### src/rtl/regex_pc_dispatcher_pkg.sv
// Shared types and default widths for the regex thread dispatcher.
// Queue entries pack the character-context id above the program counter.
package regex_pc_dispatcher_pkg;

    localparam int DEF_PC_WIDTH    = 9;
    localparam int DEF_CC_ID_BITS  = 2;
    localparam int DEF_FIFO_W      = 3;

    typedef struct packed {
        logic [DEF_CC_ID_BITS-1:0] cc_id;
        logic [DEF_PC_WIDTH-1:0]   pc;
    } pc_entry_t;

endpackage

### src/rtl/regex_pc_fifo.sv
// Generic synchronous FIFO with register-array storage and asynchronous head read.
// Pushes while full and pops while empty are ignored.
module regex_pc_fifo #(
    parameter int WIDTH      = 11,
    parameter int DEPTH_LOG2 = 3
) (
    input  logic                  clk,
    input  logic                  rst_n,
    input  logic                  i_push,
    input  logic [WIDTH-1:0]      i_push_data,
    input  logic                  i_pop,
    output logic [WIDTH-1:0]      o_head,
    output logic                  o_full,
    output logic                  o_empty,
    output logic [DEPTH_LOG2:0]   o_occupancy
);

    localparam int DEPTH = 2**DEPTH_LOG2;
    localparam logic [DEPTH_LOG2:0] FULL_COUNT = {1'b1, {DEPTH_LOG2{1'b0}}};

    logic [WIDTH-1:0]      r_mem [DEPTH];
    logic [DEPTH_LOG2-1:0] r_wr_ptr;
    logic [DEPTH_LOG2-1:0] r_rd_ptr;
    logic [DEPTH_LOG2:0]   r_count;
    logic                  w_do_push;
    logic                  w_do_pop;

    assign o_full      = (r_count == FULL_COUNT);
    assign o_empty     = (r_count == '0);
    assign o_occupancy = r_count;
    assign o_head      = r_mem[r_rd_ptr];

    assign w_do_push = i_push & ~o_full;
    assign w_do_pop  = i_pop & ~o_empty;

    // Storage needs no reset: the empty flag masks stale contents.
    always_ff @(posedge clk) begin
        if (w_do_push) begin
            r_mem[r_wr_ptr] <= i_push_data;
        end
    end

    always_ff @(posedge clk or negedge rst_n) begin
        if (!rst_n) begin
            r_wr_ptr <= '0;
            r_rd_ptr <= '0;
            r_count  <= '0;
        end else begin
            if (w_do_push) begin
                r_wr_ptr <= r_wr_ptr + 1'b1;
            end
            if (w_do_pop) begin
                r_rd_ptr <= r_rd_ptr + 1'b1;
            end
            case ({w_do_push, w_do_pop})
                2'b10:   r_count <= r_count + 1'b1;
                2'b01:   r_count <= r_count - 1'b1;
                default: r_count <= r_count;
            endcase
        end
    end

endmodule

### src/rtl/regex_pc_dispatcher.sv
// Thread queue between CPU output and input: merges CPU-produced pcs with external seeds,
// replays them in FIFO order and tracks outstanding threads per character context.
module regex_pc_dispatcher
    import regex_pc_dispatcher_pkg::*;
#(
    parameter int PC_WIDTH              = DEF_PC_WIDTH,
    parameter int CC_ID_BITS            = DEF_CC_ID_BITS,
    parameter int FIFO_WIDTH_POWER_OF_2 = DEF_FIFO_W
) (
    input  logic                             clk,
    input  logic                             rst,
    input  logic                             in_pc_valid,
    input  logic [PC_WIDTH-1:0]              in_pc,
    input  logic [CC_ID_BITS-1:0]            in_cc_id,
    output logic                             in_pc_ready,
    input  logic                             seed_valid,
    input  logic [PC_WIDTH-1:0]              seed_pc,
    input  logic [CC_ID_BITS-1:0]            seed_cc_id,
    output logic                             seed_ready,
    output logic                             out_pc_valid,
    output logic [PC_WIDTH-1:0]              out_pc,
    output logic [CC_ID_BITS-1:0]            out_cc_id,
    input  logic                             out_pc_ready,
    input  logic [2**CC_ID_BITS-1:0]         cpu_elaborating,
    output logic [2**CC_ID_BITS-1:0]         cc_pending,
    output logic [2**CC_ID_BITS-1:0]         cc_drained,
    output logic [FIFO_WIDTH_POWER_OF_2:0]   occupancy
);

    localparam int NUM_CC  = 2**CC_ID_BITS;
    localparam int ENTRY_W = CC_ID_BITS + PC_WIDTH;
    localparam int FIFO_W  = FIFO_WIDTH_POWER_OF_2;

    logic                                r_live;
    logic [NUM_CC-1:0][FIFO_W:0]         r_cc_count;

    logic                                w_full;
    logic                                w_empty;
    logic [FIFO_W:0]                     w_occ;
    logic [ENTRY_W-1:0]                  w_head;
    logic                                w_push_cpu;
    logic                                w_push_seed;
    logic                                w_push;
    logic [ENTRY_W-1:0]                  w_push_entry;
    logic [CC_ID_BITS-1:0]               w_push_cc;
    logic                                w_pop;
    logic [CC_ID_BITS-1:0]               w_pop_cc;
    logic [NUM_CC-1:0]                   w_inc;
    logic [NUM_CC-1:0]                   w_dec;

    // Held low through reset so neither producer sees ready until the first clock after release.
    always_ff @(posedge clk or negedge rst) begin
        if (!rst) begin
            r_live <= 1'b0;
        end else begin
            r_live <= 1'b1;
        end
    end

    assign in_pc_ready = r_live & ~w_full;
    assign seed_ready  = r_live & ~w_full & ~in_pc_valid;

    assign w_push_cpu   = in_pc_valid & in_pc_ready;
    assign w_push_seed  = seed_valid & seed_ready;
    assign w_push       = w_push_cpu | w_push_seed;
    assign w_push_cc    = w_push_cpu ? in_cc_id : seed_cc_id;
    assign w_push_entry = w_push_cpu ? {in_cc_id, in_pc} : {seed_cc_id, seed_pc};

    regex_pc_fifo #(
        .WIDTH      (ENTRY_W),
        .DEPTH_LOG2 (FIFO_W)
    ) u_fifo (
        .clk         (clk),
        .rst_n       (rst),
        .i_push      (w_push),
        .i_push_data (w_push_entry),
        .i_pop       (w_pop),
        .o_head      (w_head),
        .o_full      (w_full),
        .o_empty     (w_empty),
        .o_occupancy (w_occ)
    );

    assign out_pc_valid = ~w_empty;
    assign out_pc       = w_empty ? '0 : w_head[PC_WIDTH-1:0];
    assign out_cc_id    = w_empty ? '0 : w_head[ENTRY_W-1:PC_WIDTH];
    assign occupancy    = w_occ;

    assign w_pop    = out_pc_valid & out_pc_ready;
    assign w_pop_cc = w_head[ENTRY_W-1:PC_WIDTH];

    always_comb begin
        w_inc = '0;
        w_dec = '0;
        if (w_push) begin
            w_inc[w_push_cc] = 1'b1;
        end
        if (w_pop) begin
            w_dec[w_pop_cc] = 1'b1;
        end
    end

    // A push and pop of the same context in one cycle cancel out.
    always_ff @(posedge clk or negedge rst) begin
        if (!rst) begin
            r_cc_count <= '0;
        end else begin
            for (int c = 0; c < NUM_CC; c++) begin
                if (w_inc[c] & ~w_dec[c]) begin
                    r_cc_count[c] <= r_cc_count[c] + 1'b1;
                end else if (w_dec[c] & ~w_inc[c]) begin
                    r_cc_count[c] <= r_cc_count[c] - 1'b1;
                end
            end
        end
    end

    always_comb begin
        cc_pending = '0;
        for (int c = 0; c < NUM_CC; c++) begin
            cc_pending[c] = |r_cc_count[c];
        end
    end

    assign cc_drained = ~cc_pending & ~cpu_elaborating;

endmodule

### config.mk
export PLATFORM = sky130hd
export DESIGN_NAME = regex_pc_dispatcher
export DESIGN_NICKNAME = d
export VERILOG_FILES = /design/src/rtl/regex_pc_dispatcher_pkg.sv /design/src/rtl/regex_pc_fifo.sv /design/src/rtl/regex_pc_dispatcher.sv
export SDC_FILE = /design/constraint.sdc
export NUM_CORES = 1
export LEC_CHECK = 0
export ABC_AREA = 1
export BUFFER_PORTS_ARGS = -buffer_cell sky130_fd_sc_hd__buf_4
export CAP_MARGIN = 20
export CORE_UTILIZATION = 35
export CTS_BUF_LIST = sky130_fd_sc_hd__clkbuf_2 sky130_fd_sc_hd__clkbuf_4 sky130_fd_sc_hd__clkbuf_8
export DETAILED_ROUTE_END_ITERATION = 12
export GPL_ROUTABILITY_DRIVEN = 0
export GPL_TIMING_DRIVEN = 1
export SYNTH_ARGS = -nofsm -noshare
export SYNTH_HDL_FRONTEND = slang
export SYNTH_HIERARCHICAL = 1
export SYNTH_SLANG_ARGS = --single-unit
### constraint.sdc
create_clock -name clk -period 2.9 [get_ports clk]
set_input_delay 0.87 -clock clk [delete_from_list [all_inputs] [get_ports clk]]
set_output_delay 0.87 -clock clk [all_outputs]
set_load 0.01 [all_outputs]
==> out/qor.yml <==
grt_max_degree: 33
powerDensity_nw_per_um2: 1010
htreeDepth: 4
dpl.hpwl_um: 8340
netlist_top_cells_count: "226 x nand2_1, 122 x nor2_1, 98 x inv_1, 88 x edfxtp_1, 27 x dfrtp_1"
cts_buffers: 17
status: "complete, no violations"
grt_overflow_total: 0
synth.area.top_cells: "edfxtp_1 45%, nand2_1 14%, dfrtp_1 11%"
final_cells: 1001
p_total_mw: 7.25
diodes: 0
synthCells: 679
die_w_um: 132
yosys_most_used_dff: "edfxtp_1"
yosysSeqAreaShare: 0.560
crit_path_max_incr_delay_ns: 0.53
synth-async-reset-ratio: 0.235
leakage_nw: 3.42
die-area_um2: 17500
slowest_stage: "dfrtp_4"
clk_pin_slew_ns: 0.07
period_minus_slack_ns: 2.80
crit_type: "flip-flop to output port"
finalSetupViolCount: 0
track_usage: 0.152
synth_nets: 732
io_pins: 57
reg2reg_slack_ns: 0.25
fin_crit_sh: 0.965
grt_pass1_wl_um: 19800
crit_buf_inv: 4
drtIter0Drc: 173
finalHoldViolCount: 0
tightest_slew_ns: 0.877
placed_cells: 965
drc: 0
cp_cell_sequence: "buf_12, buf_4, nand2_1, nand2_1, nand2_1, nand2_1, nand2_1, inv_1, nor2_2, buf_4"
synth.largest_area_cell: "edfxtp_1"
hold_path.class: "input port to async pin"
synth_cell_types: 28
synth_area_um2: 5920
yosys_warnings: 6
fin_nets: 821
antenna_found_initial: 0
wl_per_cell_um: 12.4
cts.sinks: 115
vias_per_cell: 4.26
cts_tree: "built"
worst_setup_path_start_kind: "flip-flop"
worstReg2RegStart: "u_fifo/o_occupancy[1]"
ant_nets: 0
crit_top_cell: "nand2_1"
cp_max_fo: 13
max_cap_viol_count: 0
fillCellCount: 1654
start_util: 0.357
synth_top_cell_area_share: 0.446
synth_seq_cells: 115
drt-total-wl_um: 12500
core_area_um2: 16600
first_pass_iters: 5
root_buffer: "clkbuf_8"
cts_buffer_depth: 2
numPortBuffers: 56
worst_r2r_path_depth: 16
syn_area_per_cell_um2: 8.73
drive_gt1_frac: 0.186
die_h_um: 132
clk_latency_ns: 0.43
timing.fmax_ghz: 0.357
num_rows: 47
vdd_drop_max_mv: 0.360
vias: 4264
worst_setup_path_end_kind: "output port"
fin_worst_skew_ns: 0.0120
cp.required_ns: 2.03
synth.most_common_cell: "nand2_1"
arrival_ns: 1.93
syn_to_final_growth_pct: 21.6
setup_tns_ns: 0
relSlewSlack: 0.409
crit_family: "buffers and inverters"
finalMaxSlewViolations: 0
reg2reg_to: "r_cc_count[3]"
grt_pass1_vias: 3920
synth-edff-count: 88
sequential cells by signal, summed over array words and instances (netlist names):
signal,flops
r_cc_count,16
u_fifo/r_mem,88
u_fifo/o_occupancy,4
u_fifo/r_wr_ptr,3
u_fifo/r_rd_ptr,3
r_live,1
power breakdown:
group | total (mW) | leakage [nW] | switching [mW] | internal (mW)
clock network | 1.47 | 0.198 | 0.622 | 0.850
logic | 3.35 | 2.10 | 1.95 | 1.40
registers | 2.42 | 1.13 | 0.273 | 2.15
worst max-delay path by stage:
stage / start / endpoint / slack [ns] / cells after the start
after floorplan: in_pc_valid / r_cc_count[3] / 0.26 / 12
after global placement: in_pc_valid / r_cc_count[3] / 0.08 / 13
after detailed placement: in_pc_valid / r_cc_count[3] / 0.06 / 13
after CTS: u_fifo/r_rd_ptr[0] / out_pc[0] / 0.03 / 10
after global routing: u_fifo/r_rd_ptr[0] / out_pc[1] / -0.008 / 11
final: u_fifo/r_rd_ptr[0] / out_cc_id[1] / 0.10 / 10
layout by cell type, fill, tap and decap left out, types with 2 or more instances in the layout:
cell | Yosys | layout
xor2_1 | 3 | 3
clkinv_1 | 0 | 3
clkinvlp_4 | 0 | 2
nor2_2 | 1 | 4
bufinv_16 | 0 | 3
dfrtp_1 | 27 | 25
nor2_1 | 122 | 119
buf_4 | 6 | 87
or2_2 | 3 | 3
nand3_1 | 17 | 17
nor3_2 | 0 | 8
edfxtp_1 | 88 | 88
clkinv_2 | 0 | 5
nand2_1 | 226 | 225
fa_1 | 5 | 5
nand2_2 | 2 | 3
nand3_2 | 2 | 2
o21ai_0 | 17 | 17
clkbuf_4 | 0 | 2
inv_1 | 98 | 98
a21oi_1 | 3 | 3
ha_1 | 17 | 16
xnor2_1 | 13 | 13
clkbuf_8 | 0 | 17
stage by stage:
stage | utilization | cell area [µm²] | setup slack, ns | hold WS, ns
after floorplan | - | 5920 | 0.262 | 0.479
after global placement | 0.407 | 6750 | 0.0792 | 0.506
final | 0.435 | 7210 | 0.101 | 0.352
after CTS | 0.431 | 7140 | 0.0281 | 0.345
after detailed placement | 0.407 | 6750 | 0.0569 | 0.517
after global routing | 0.435 | 7210 | -0.00813 | 0.356
timing repair:
item / CTS / global route
pin swaps: 0 / 1
gates resized for setup: 2 / 8
setup buffers: 0 / 4
endpoints found under the setup margin: 4 / 13
hold buffers: 0 / 0
logic make-up (layout without fill, tap and decap cells):
logic type | Yosys count | after routing | share of synthesized area
AOI/OAI and AO/OA | 23 | 23 | 0.0218
other | 1 | 1 | 0.000633
adders and majority gates | 22 | 22 | 0.0528
and+or+nand+nor | 382 | 382 | 0.253
DFF | 115 | 115 | 0.560
xor gates and xnor gates | 16 | 16 | 0.0237
buffers and inverters | 119 | 221 | 0.0866
muxes | 1 | 1 | 0.00190
layout make-up:
cell class                      count  area [µm²]  area share
Clock buffer                       19         249      0.0346
Clock inverter                     13         141      0.0196
Multi-Input combinational cell    445        2150       0.298
Inverter                           99         372      0.0516
Timing Repair Buffer               90         699      0.0971
Tap cell                          220         275      0.0382
Sequential cell                   115        3320       0.461
metal layers:
| layer | track usage | up-vias | routed length [µm] |
|---|---|---|---|
| li1 | - | 2270 | - |
| met1 | 0.193 | 1928 | 5920 |
| met2 | 0.252 | 61 | 6060 |
| met3 | 0.0311 | 5 | 378 |
| met4 | 0.0620 | 0 | 95 |
| met5 | 0 | - | 0 |
(Power assumes the default switching activity.)
